$ cat src/rtl/instr_fetch_pkg.sv
// Shared fetch definitions: FSM state encoding, NOP word and the opcodes
// the controller decodes from o_operand.
package instr_fetch_pkg;

  typedef enum logic [1:0] {
    IDLE = 2'd0,
    REQ  = 2'd1,
    WAIT = 2'd2,
    HOLD = 2'd3
  } fetch_state_t;

  localparam logic [31:0] NOP_INSTR = 32'h0000_0013;  // addi x0, x0, 0
  localparam logic [6:0]  OP_LW     = 7'b0000011;
  localparam logic [6:0]  OP_SW     = 7'b0100011;

endpackage

$ cat src/rtl/instr_fetch_pc_reg.sv
// Program counter with sequential +4 step and redirect load.
// A load has priority over an increment; +4 wraps naturally modulo 2^32.
module pc_reg #(
  parameter logic [31:0] RESET_PC = 32'h0000_0000
) (
  input  logic        clk,
  input  logic        rst,
  input  logic        load,
  input  logic [31:0] target,
  input  logic        incr,
  output logic [31:0] pc,
  output logic [31:0] pc_plus4
);

  assign pc_plus4 = pc + 32'd4;

  // PC update: redirect target, else sequential step, else hold
  always_ff @(posedge clk or posedge rst) begin
    if (rst)       pc <= RESET_PC;
    else if (load) pc <= target;
    else if (incr) pc <= pc_plus4;
  end

endmodule

$ cat src/rtl/instr_fetch.sv
// Single-outstanding instruction fetch unit. The PC doubles as the request
// address and as the address of the held instruction, so it only moves when
// a request is not in flight (IDLE, end of WAIT, or leaving HOLD). Redirects
// arriving while a request is in flight are parked and the response that
// comes back is dropped (flush).
module instr_fetch
  import instr_fetch_pkg::*;
#(
  parameter logic [31:0] RESET_PC = 32'h0000_0000
) (
  input  logic        i_clk,
  input  logic        i_arst,
  input  logic        i_redirect,
  input  logic [31:0] i_redirectPc,
  output logic        o_imemValid,
  input  logic        i_imemReady,
  output logic [31:0] o_imemAddr,
  input  logic        i_imemRspValid,
  input  logic [31:0] i_imemRspData,
  output logic        o_instrValid,
  input  logic        i_instrReady,
  output logic [31:0] o_instr,
  output logic [6:0]  o_operand,
  output logic [31:0] o_pc,
  output logic [31:0] o_pcPlus4,
  output logic        o_misalign
);

  fetch_state_t state, state_nxt;

  logic [31:0] pc, pc_plus4, pc_tgt;
  logic [31:0] pend_pc, instr;
  logic        flush, flush_nxt;
  logic        pend_wr, pc_load, pc_incr, capture;
  logic        misalign;
  logic        redirect_ok, redirect_bad;

  assign redirect_ok  = i_redirect && (i_redirectPc[1:0] == 2'b00);
  assign redirect_bad = i_redirect && (i_redirectPc[1:0] != 2'b00);

  pc_reg #(.RESET_PC(RESET_PC)) u_pc (
    .clk      (i_clk),
    .rst      (i_arst),
    .load     (pc_load),
    .target   (pc_tgt),
    .incr     (pc_incr),
    .pc       (pc),
    .pc_plus4 (pc_plus4)
  );

  // FSM state register
  always_ff @(posedge i_clk or posedge i_arst) begin
    if (i_arst) state <= IDLE;
    else        state <= state_nxt;
  end

  // Next state, PC control and redirect bookkeeping
  always_comb begin
    state_nxt = state;
    pc_load   = 1'b0;
    pc_incr   = 1'b0;
    pc_tgt    = i_redirectPc;
    pend_wr   = 1'b0;
    flush_nxt = flush;
    capture   = 1'b0;
    case (state)
      IDLE: begin
        state_nxt = REQ;
        pc_load   = redirect_ok;
      end
      REQ: begin
        // request address stays put; redirect only takes effect after the
        // in-flight request returns
        if (redirect_ok) begin
          pend_wr   = 1'b1;
          flush_nxt = 1'b1;
        end
        if (i_imemReady) state_nxt = WAIT;
      end
      WAIT: begin
        if (redirect_ok) begin
          pend_wr   = 1'b1;
          flush_nxt = 1'b1;
        end
        if (i_imemRspValid) begin
          if (redirect_ok) begin
            // redirect lands with the response: drop it, jump directly
            pc_load   = 1'b1;
            flush_nxt = 1'b0;
            state_nxt = REQ;
          end else if (flush) begin
            pc_load   = 1'b1;
            pc_tgt    = pend_pc;
            flush_nxt = 1'b0;
            state_nxt = REQ;
          end else begin
            capture   = 1'b1;
            state_nxt = HOLD;
          end
        end
      end
      HOLD: begin
        // redirect wins over consumption of the held instruction
        if (redirect_ok) begin
          pc_load   = 1'b1;
          flush_nxt = 1'b0;
          state_nxt = REQ;
        end else if (i_instrReady) begin
          pc_incr   = 1'b1;
          state_nxt = REQ;
        end
      end
      default: state_nxt = IDLE;
    endcase
  end

  // Instruction, pending-target, flush and misalign registers
  always_ff @(posedge i_clk or posedge i_arst) begin
    if (i_arst) begin
      instr    <= NOP_INSTR;
      pend_pc  <= 32'h0;
      flush    <= 1'b0;
      misalign <= 1'b0;
    end else begin
      if (capture) instr <= i_imemRspData;
      if (pend_wr) pend_pc <= i_redirectPc;
      flush    <= flush_nxt;
      misalign <= redirect_bad;
    end
  end

  assign o_imemValid  = (state == REQ);
  assign o_imemAddr   = pc;
  assign o_instrValid = (state == HOLD);
  assign o_instr      = instr;
  assign o_operand    = instr[6:0];
  assign o_pc         = pc;
  assign o_pcPlus4    = pc_plus4;
  assign o_misalign   = misalign;

endmodule
$ cat config.mk
export PLATFORM = sky130hd
export DESIGN_NAME = instr_fetch
export DESIGN_NICKNAME = d
export VERILOG_FILES = /design/src/rtl/instr_fetch_pkg.sv /design/src/rtl/instr_fetch_pc_reg.sv /design/src/rtl/instr_fetch.sv
export SDC_FILE = /design/constraint.sdc
export NUM_CORES = 1
export LEC_CHECK = 0
export ABC_CLOCK_PERIOD_IN_PS = 7900
export CAP_MARGIN = 40
export CORE_MARGIN = 3
export CORE_UTILIZATION = 30
export CTS_BUF_LIST = sky130_fd_sc_hd__clkbuf_8
export CTS_CLUSTER_SIZE = 24
export DETAILED_ROUTE_END_ITERATION = 6
export PLACE_DENSITY = 0.63
export SLEW_MARGIN = 20
export SYNTH_ARGS = -nofsm -noshare
export SYNTH_HDL_FRONTEND = slang
export SYNTH_HIERARCHICAL = 1
export SYNTH_SLANG_ARGS = --single-unit
$ cat constraint.sdc
create_clock -name i_clk -period 7.9 [get_ports i_clk]
set_clock_uncertainty 0.2 [all_clocks]
set_input_delay 1.58 -clock i_clk [delete_from_list [all_inputs] [get_ports i_clk]]
set_output_delay 1.58 -clock i_clk [all_outputs]
set_load 0.01 [all_outputs]
### Word level (Yosys, flattened, before mapping)

Index checks and enable logic that the tools add are counted.
Widths: inputs -> output; s select.

* add/subtract/negate cells: 1
* equal/unequal tests: 7
* multiplexer cells: 32
* reductions and logical operators: 10

Operators with widths (count)
* $mux 32: 6
* $add 32x3->32 const B: 1
* $mux 1: 17
* $mux 2: 6
* $pmux 2 s4: 1
* $pmux 1 s3: 2
* $eq 2x2->1 const B: 2
* $logic_not 2->1: 2
* $ne 2x1->1 const B: 2
* $reduce_bool 2->1: 2
* $ne 3x1->1 const B: 1
* $reduce_and 3->1: 1
* $reduce_bool 3->1: 1
* $eq 2x1->1 const B: 1
* $logic_and 1x1->1: 2
* $ne 2x2->1 const B: 1
* $reduce_and 2->1: 1
* $reduce_or 2->1: 1

* bits in registers: 100

### Logic depth before layout (Yosys ltp)

Gate-level depths: netlist of the first run.

* word-level depth: 7
* depth in mapped cells: 10

### Cells and area by module

The synthesis of the first run kept the hierarchy.

By module, submodules not included
* instr_fetch: times used 1, cells an instance 245, area each 3378.2 um^2, seq. area each 1705.4 um^2
* pc_reg: times used 1, cells an instance 293, area each 2414.8 um^2, seq. area each 800.8 um^2

### Worst setup path after synthesis of the first run

Ideal clock, no wire load.

* kind: register to output
* start: register u_pc.pc[2]
* end: output port o_pcPlus4[24]
* arrival time: 2.039 ns
* slack: 4.081 ns
* cell stages (with the launch flop): 7
* cells stage by stage: dfrtp_1 ha_1 nand3_1 or3_1 buf_2 nor4_1 xor2_1

* cells in the longest elaborated chain, start to end: 1

RTL lines
* from (decl): line instr_fetch_pc_reg.sv:11 `output logic [31:0] pc,`
* from (signal assigned): line instr_fetch_pc_reg.sv:20 `else if (load) pc <= target;`
* from (signal assigned): line instr_fetch_pc_reg.sv:21 `else if (incr) pc <= pc_plus4;`
* $add 32x3->32: line instr_fetch_pc_reg.sv:15 `assign pc_plus4 = pc + 32'd4;`
* to (decl): line instr_fetch.sv:25 `output logic [31:0] o_pcPlus4,`

No other way between the ends.

### Final worst setup path of the first run

Same ends and word-level chain as after synthesis.

==> results of run 1 <==
==> cell usage in the layout (no fill, tap or decap), drive strengths merged, types with 10 or more instances in the layout <==
cell type and n:
nand4 20, nand3 24, nand2 36, o21ai 23, xor2 16, inv 10, xnor2 27, clkdlybuf4s50 207
a31oi 10, dfrtp 97, clkbuf 10, mux2 94, nor2 21
==> per-layer routing <==
metal / routed length [µm] / part of all wire [%] / vias to the layer above / track usage (%)
li1: - / - / 2171 / -
met1: 7084 / 43 / 2298 / 19.73
met2: 8095 / 49 / 198 / 25.82
met3: 1145 / 6.9 / 23 / 3.654
met4: 248 / 1.5 / 2 / 4.846
met5: 11 / 0.066 / - / 0
==> cells by family after synthesis <==
group	count (synthesis)	share of synthesized area, %
adder cells (fa/ha/maj)	6	1.296
AND/OR/NAND/NOR	157	15.55
AO/OA/AOI/OAI	51	5.508
flip-flops	100	43.26
XOR/XNOR	43	6.501
buffers and inverters	84	9.093
multiplexers	97	18.79
==> worst reg2reg max path: stages, from the launching register on <==
cell,delay [ps]
dfrtp_1,440
ha_1,250
nor2b_1,180
and2_1,570
nand4_1,390
or4_4,620
or4_1,530
a31oi_1,180
==> per-stage QoR <==
step / area [µm²] / hold WS, ps / worst slack [ps]
floorplan: 5793 / 252.2 / 4081
global placement: 7756 / 261.7 / 3116
detailed placement: 7784 / 273.5 / 2951
CTS: 7991 / 294.6 / 2686
global route: 7996 / 306.4 / 2689
finish: 7996 / 293.3 / 2921
==> power groups by stage <==
stage	logic [mW]	clock network [mW]	registers, mW
floorplan	0.783	0	1.01
finish	1.44	0.347	1.07
detailed placement	1.45	0	1.08
CTS	1.46	0.361	1.07
global route	1.54	0.377	1.12
global placement	1.44	0	1.06
==> final cells by class <==
type	instances	area, µm²	area share [%]
Multi-Input combinational cell	354	2785	34.83
Sequential cell	100	2506	31.34
Timing Repair Buffer	214	2142	26.79
Tap cell	260	325.3	4.068
Clock buffer	10	137.6	1.721
Clock inverter	6	70.07	0.8762
Inverter	8	30.03	0.3755
==> path summary, 6_finish.rpt <==
kind                            endpoint  slack, ps  depth (start not counted)
max reg2reg                  u_pc/pc[24]       4470                          7
min                          pend_pc[19]        290                          1
min in group asynchronous    o_instr[18]       1450                          2
max                        o_pcPlus4[24]       2920                          6
max in group asynchronous       state[0]       5070                          3
min reg2reg                  pend_pc[19]        290                          1
==> summary.md, run 1 <==
| Metric | Value |
|---|---|
| Status | complete, no violations |
| Slew headroom | 48.41% |
| Post-Syn Area | 5793 µm² |
| CP endpoint kind | output port |
| Crit-path leading delay family | simple AND/OR/NAND/NOR gates |
| Endpoints failing hold | 0 |
| Setup TNS | 0 ps |
| Max clock buf depth | 2 |
| Final core occ | 42.47% |
| Critical Path AT | 3200 ps |
| Pleak | 3.026 nW |
| Flops & latches, synth | 100 |
| CTS buffer count | 9 |
| Post-detail-place hpwl | 12,310 µm |
| Grt ovf | 0 |
| Post-synthesis average cell area | 10.77 µm² |
| Fill cells | 1,806 |
| Count leader, synth | dfrtp_1 |
| Crit path cell chain | ha_1, nand3_1, or3_1, nor4_1, xor2_1, clkdlybuf4s50_1 |
| Yosys Warn Count | 6 |
| Area grow syn2layout | 38.03% |
| IO buf count | 207 |
| CTS Hold Bufs | 0 |
| Netlist cell types | 53 |
| Period utilization | 63.02% |
| Crit path buf inv count | 1 |
| Sw Ratio | 37.30% |
| Critical Path Source | u_pc/pc[2] |
| Skew-Pair Late Insertion Delay | 370 ps |
| GRT Util Overall | 15.40% |
| # diodes | 0 |
| # clock sinks | 100 |
| Ys async rst share | 100.0% |
| Initial DRC Count | 348 |
| Non-Filler Instances | 952 |
| Post-synth top area cell | dfrtp_1 |
| Min-delay src | pend_pc[19] |
| Initial core utilization | 30.76% |
| Slew @ Worst Pin | 768.0 ps |
| Routed WL | 16,590 µm |
| Post-synth top cells | 97 x dfrtp_1, 86 x mux2_2, 44 x buf_4 |
| Maximum vdd drop | 0.1532 mV |
| Number of global-route vias before repair | 4,711 |
| Boundary pin count | 208 |
| CP max FO | 9 |
| Clock period minus worst slack | 4979 ps |
| Clock Power Share | 12.1% |
| Setup repair bufs after CTS | 0 |
| # rows | 50 |
| Total of max-cap violations | 0 |
| Routed Antenna Nets | 0 |
| Largest net degree at the start of global routing | 44 |
| Most used DFF post-synth | dfrtp_1 |
| Critical Path Max Stage Delay | 560 ps |
| Clk slew on worst S/H paths | 100 ps |
| Critical path class | flop to output port |
| TritonCTS clock tree | yes |
| Via count | 4,692 |
| Cells after DPL | 935 |
| Slew Viols, Final | 0 |
| Final Power | 2.861 mW |
| Htree depth | 3 |
| Post-Synthesis Net Count | 614 |
| Max Freq | 200.8 MHz |
| Yosys top cell area share | 41.90% |
| Cell-internal power | 1.794 mW |
| Number of enable flip-flop cells after synthesis | 0 |
| Routability Congestion | 0.8847 |
| Share of layout cells above drive strength 1 | 18.21% |
| Seq/Total Area, Yosys | 43.26% |
| Power density over the cells | 357.8 nW/µm² |
| Cts repair resizes | 0 |
| Post-layout nets | 763 |
| Core area | 18,830 µm² |
| Die height | 145.0 µm |
| Comb pwr share | 50.5% |
| Wire per inst | 17.42 µm |
| Post-Synthesis Cells | 538 |
| Worst EP required | 6120 ps |
| First-pass GRT wire length | 26,100 µm |
| Vias per cell | 4.929 |
| Hold WC Path Type | flop to flop |
| Flop pwr share | 37.4% |
| Crit-path slowest cell | or3_1 |
| Die footprint | 21,010 µm² |
| Die width | 145.0 µm |
| Critical Path Source Type | flop |
| RSZ-0062 raised after global routing | no |
| Reg-to-Reg Start | state[0] |
| TritonRoute pass-1 iters | 6 |
| CTS Root Cell | clkbuf_8 |
| Net Sw Power | 1.067 mW |
| DRC viols | 0 |
| Initial antenna violation count | 1 |
| Largest cells by area after synthesis | dfrtp_1 42%, mux2_2 17%, buf_4 5.7%, xnor2_1 4.1%, xor2_1 2.4% |
| Setup violations, final | 0 |
(Power assumes the default switching activity.)
==> run 2, diff against run 1 <==
--- a/config.mk
+++ b/config.mk
@@ -5,14 +5,14 @@
 export SDC_FILE = /design/constraint.sdc
 export NUM_CORES = 1
 export LEC_CHECK = 0
-export ABC_CLOCK_PERIOD_IN_PS = 7900
+export ABC_CLOCK_PERIOD_IN_PS = 4050
 export CAP_MARGIN = 40
 export CORE_MARGIN = 3
 export CORE_UTILIZATION = 30
 export CTS_BUF_LIST = sky130_fd_sc_hd__clkbuf_8
 export CTS_CLUSTER_SIZE = 24
 export DETAILED_ROUTE_END_ITERATION = 6
-export PLACE_DENSITY = 0.63
+export PLACE_DENSITY = 0.66
 export SLEW_MARGIN = 20
 export SYNTH_ARGS = -nofsm -noshare
 export SYNTH_HDL_FRONTEND = slang
==> constraint.sdc (replaced) <==
create_clock -name i_clk -period 4.05 [get_ports i_clk]
set_clock_uncertainty 0.2 [all_clocks]
set_input_delay 0.81 -clock i_clk [delete_from_list [all_inputs] [get_ports i_clk]]
set_output_delay 0.81 -clock i_clk [all_outputs]
set_load 0.01 [all_outputs]
==> summary.md, run 2 (synthesized netlist as in run 1, its figures left out) <==
| Metric | Value |
|---|---|
| Status | complete, no violations (unchanged) |
| Crit-path leading delay family | simple AND/OR/NAND/NOR gates (unchanged) |
| Max clock buf depth | 2 (unchanged) |
| Detail Route met3 WL | 1202 µm (was 1145 µm) |
| Worst EP required | 3040 ps (was 6120 ps) |
| CTS buffer count | 9 (unchanged) |
| Boundary pin count | 208 (unchanged) |
| Final non-filler cell area | 8128 µm² (was 7996 µm²) |
| Routed WL | 16,360 µm (was 16,590 µm) |
| Critical path class | flop to output port (unchanged) |
| Endpoints failing hold | 0 (unchanged) |
| TritonRoute pass-1 iters | 4 (was 6) |
| Most common cell after layout, fill and taps aside | clkdlybuf4s50_1 (unchanged) |
| Via count | 4,630 (was 4,692) |
| Post-detail-place hpwl | 12,090 µm (was 12,310 µm) |
| Area grow syn2layout | 40.30% (was 38.03%) |
| # rows | 50 (unchanged) |
| Placed Instance Area | 7881 µm² (was 7784 µm²) |
| Slew Viols, Final | 0 (unchanged) |
| Multi-input gate area | 2791 µm² (was 2785 µm²) |
| Cts repair resizes | 0 (unchanged) |
| Critical Path Source Type | flop (unchanged) |
| Share of layout cells above drive strength 1 | 19.83% (was 18.21%) |
| Post-layout nets | 777 (was 763) |
| Core area | 18,830 µm² (unchanged) |
| DR top layer | met4 (was met5) |
| TritonCTS clock tree | yes (unchanged) |
| Crit path buf inv count | 1 (unchanged) |
| Critical Path Max Stage Delay | 550 ps (was 560 ps) |
| Setup TNS | 0 ps (unchanged) |
| Period utilization | 93.91% |
| Setup violations, final | 0 (unchanged) |
| Met1 wire length | 7112 µm (was 7084 µm) |
| CTS Root Cell | clkbuf_8 (unchanged) |
| Htree depth | 3 (unchanged) |
| Setup repair bufs after CTS | 0 (unchanged) |
| Crit-path slowest cell | or3_1 (unchanged) |
| Slew @ Worst Pin | 717.3 ps (was 768.0 ps) |
| Pleak | 3.114 nW (was 3.026 nW) |
| Slew headroom | 51.81% (was 48.41%) |
| GRT Util Overall | 15.60% (was 15.40%) |
| Die width | 145.0 µm (unchanged) |
| # diodes | 0 (unchanged) |
| Clock period minus worst slack | 3803 ps |
| CP max FO | 9 (unchanged) |
| Skew-Pair Late Insertion Delay | 390 ps (was 370 ps) |
| Crit path cell chain | ha_1, nand3_1, or3_1, nor4_2, xor2_1, clkdlybuf4s50_1 (was ha_1, nand3_1, or3_1, nor4_1, xor2_1, clkdlybuf4s50_1) |
| IO buf count | 207 (unchanged) |
| Routability Congestion | 0.8204 (was 0.8847) |
| Power density over the cells | 691.1 nW/µm² (was 357.8 nW/µm²) |
| Critical Path AT | 2790 ps (was 3200 ps) |
| Initial DRC Count | 230 (was 348) |
| Vias per cell | 4.793 (was 4.929) |
| First-pass GRT wire length | 26,560 µm (was 26,100 µm) |
| Largest net degree at the start of global routing | 43 (was 44) |
| R2r setup slk | 1290 ps (was 4470 ps) |
| Initial core utilization | 30.76% (unchanged) |
| Grt ovf | 0 (unchanged) |
| Max Freq | 262.9 MHz |
| # clock sinks | 100 (unchanged) |
| CP endpoint kind | output port (unchanged) |
| Clk slew on worst S/H paths | 90 ps (was 100 ps) |
| Reg area | 2506 µm² (unchanged) |
| Total of max-cap violations | 0 (unchanged) |
| CTS Hold Bufs | 0 (unchanged) |
| Routed Antenna Nets | 0 (unchanged) |
| Fill cells | 1,836 (was 1,806) |
| Die height | 145.0 µm (unchanged) |
| Hold WC Path Type | flop to flop (unchanged) |
| Initial antenna violation count | 0 (was 1) |
| Wire per inst | 16.94 µm (was 17.42 µm) |
| RSZ-0062 raised after global routing | no (unchanged) |
| WL met2 | 7864 µm (was 8095 µm) |
| Die footprint | 21,010 µm² (unchanged) |
| Maximum vdd drop | 0.3265 mV (was 0.1532 mV) |
| Number of global-route vias before repair | 4,774 (was 4,711) |
| DRC viols | 0 (unchanged) |
| Most frequent cells in the layout | 207 x clkdlybuf4s50_1, 97 x dfrtp_1, 86 x mux2_2, 36 x nand2_1, 27 x xnor2_1 (unchanged) |
run 2: worst reg2reg max path: stages (launching register included):
cell and delay (ps):
dfrtp_1 410, ha_1 230, nor2b_1 180, and2_1 230
nand4_1 210, or4_4 650, or4_1 500, nand3_1 100
run 2: power by group:
part	internal (mW)	total (mW)	switching, mW
sequential	1.48	2.00	0.521
clock	0.335	0.700	0.365
combinational	1.76	2.92	1.16
run 2: area by class of cell:
cell class | instances | share of cell area (%)
inverter | 8 | 0.3695
timing repair buffer | 228 | 27.83
tap | 260 | 4.002
clock inverter | 4 | 0.5850
multi-input combinational | 354 | 34.34
sequential | 100 | 30.83
clock buffer | 12 | 2.032
run 2: final timing paths:
kind,startpoint,to,cells after the start
worst max-delay path,u_pc/pc[3],o_pcPlus4[24],6
worst max register to register,state[0],u_pc/pc[25],7
max in group asynchronous,i_arst,o_instr[0],3
min in group asynchronous,i_arst,pend_pc[16],2
worst min register to register,pend_pc[3],pend_pc[3],1
worst min-delay path,pend_pc[3],pend_pc[3],1
run 2: metal layers:
layer,track usage (%),up-vias
li1,-,2190
met1,20.15,2265
met2,26.01,163
met3,3.966,12
met4,4.418,0
met5,0,-
run 2: stage by stage:
stage | power, mW | setup WS (ps) | instances | hold WS [ps] | utilization [%]
2_1_floorplan | 3.495 | 1001 | 538 | 252.2 | -
3_3_place_gp | 4.922 | 546.7 | 949 | 262.1 | 41.85
3_5_place_dp | 4.965 | 505.4 | 949 | 273.0 | 41.85
4_1_cts | 5.690 | 136.0 | 965 | 294.9 | 42.98
5_1_grt | 5.987 | 64.13 | 966 | 302.4 | 43.16
6_report | 5.617 | 246.6 | 966 | 288.9 | 43.16
==> run 3, diff against run 2 <==
--- a/config.mk
+++ b/config.mk
@@ -12,6 +12,7 @@
 export CTS_BUF_LIST = sky130_fd_sc_hd__clkbuf_8
 export CTS_CLUSTER_SIZE = 24
 export DETAILED_ROUTE_END_ITERATION = 6
+export GPL_TIMING_DRIVEN = 1
 export PLACE_DENSITY = 0.66
 export SLEW_MARGIN = 20
 export SYNTH_ARGS = -nofsm -noshare
==> results of run 3 <==
Same layout as run 2: the final DEF is identical, and so are final timing and power.
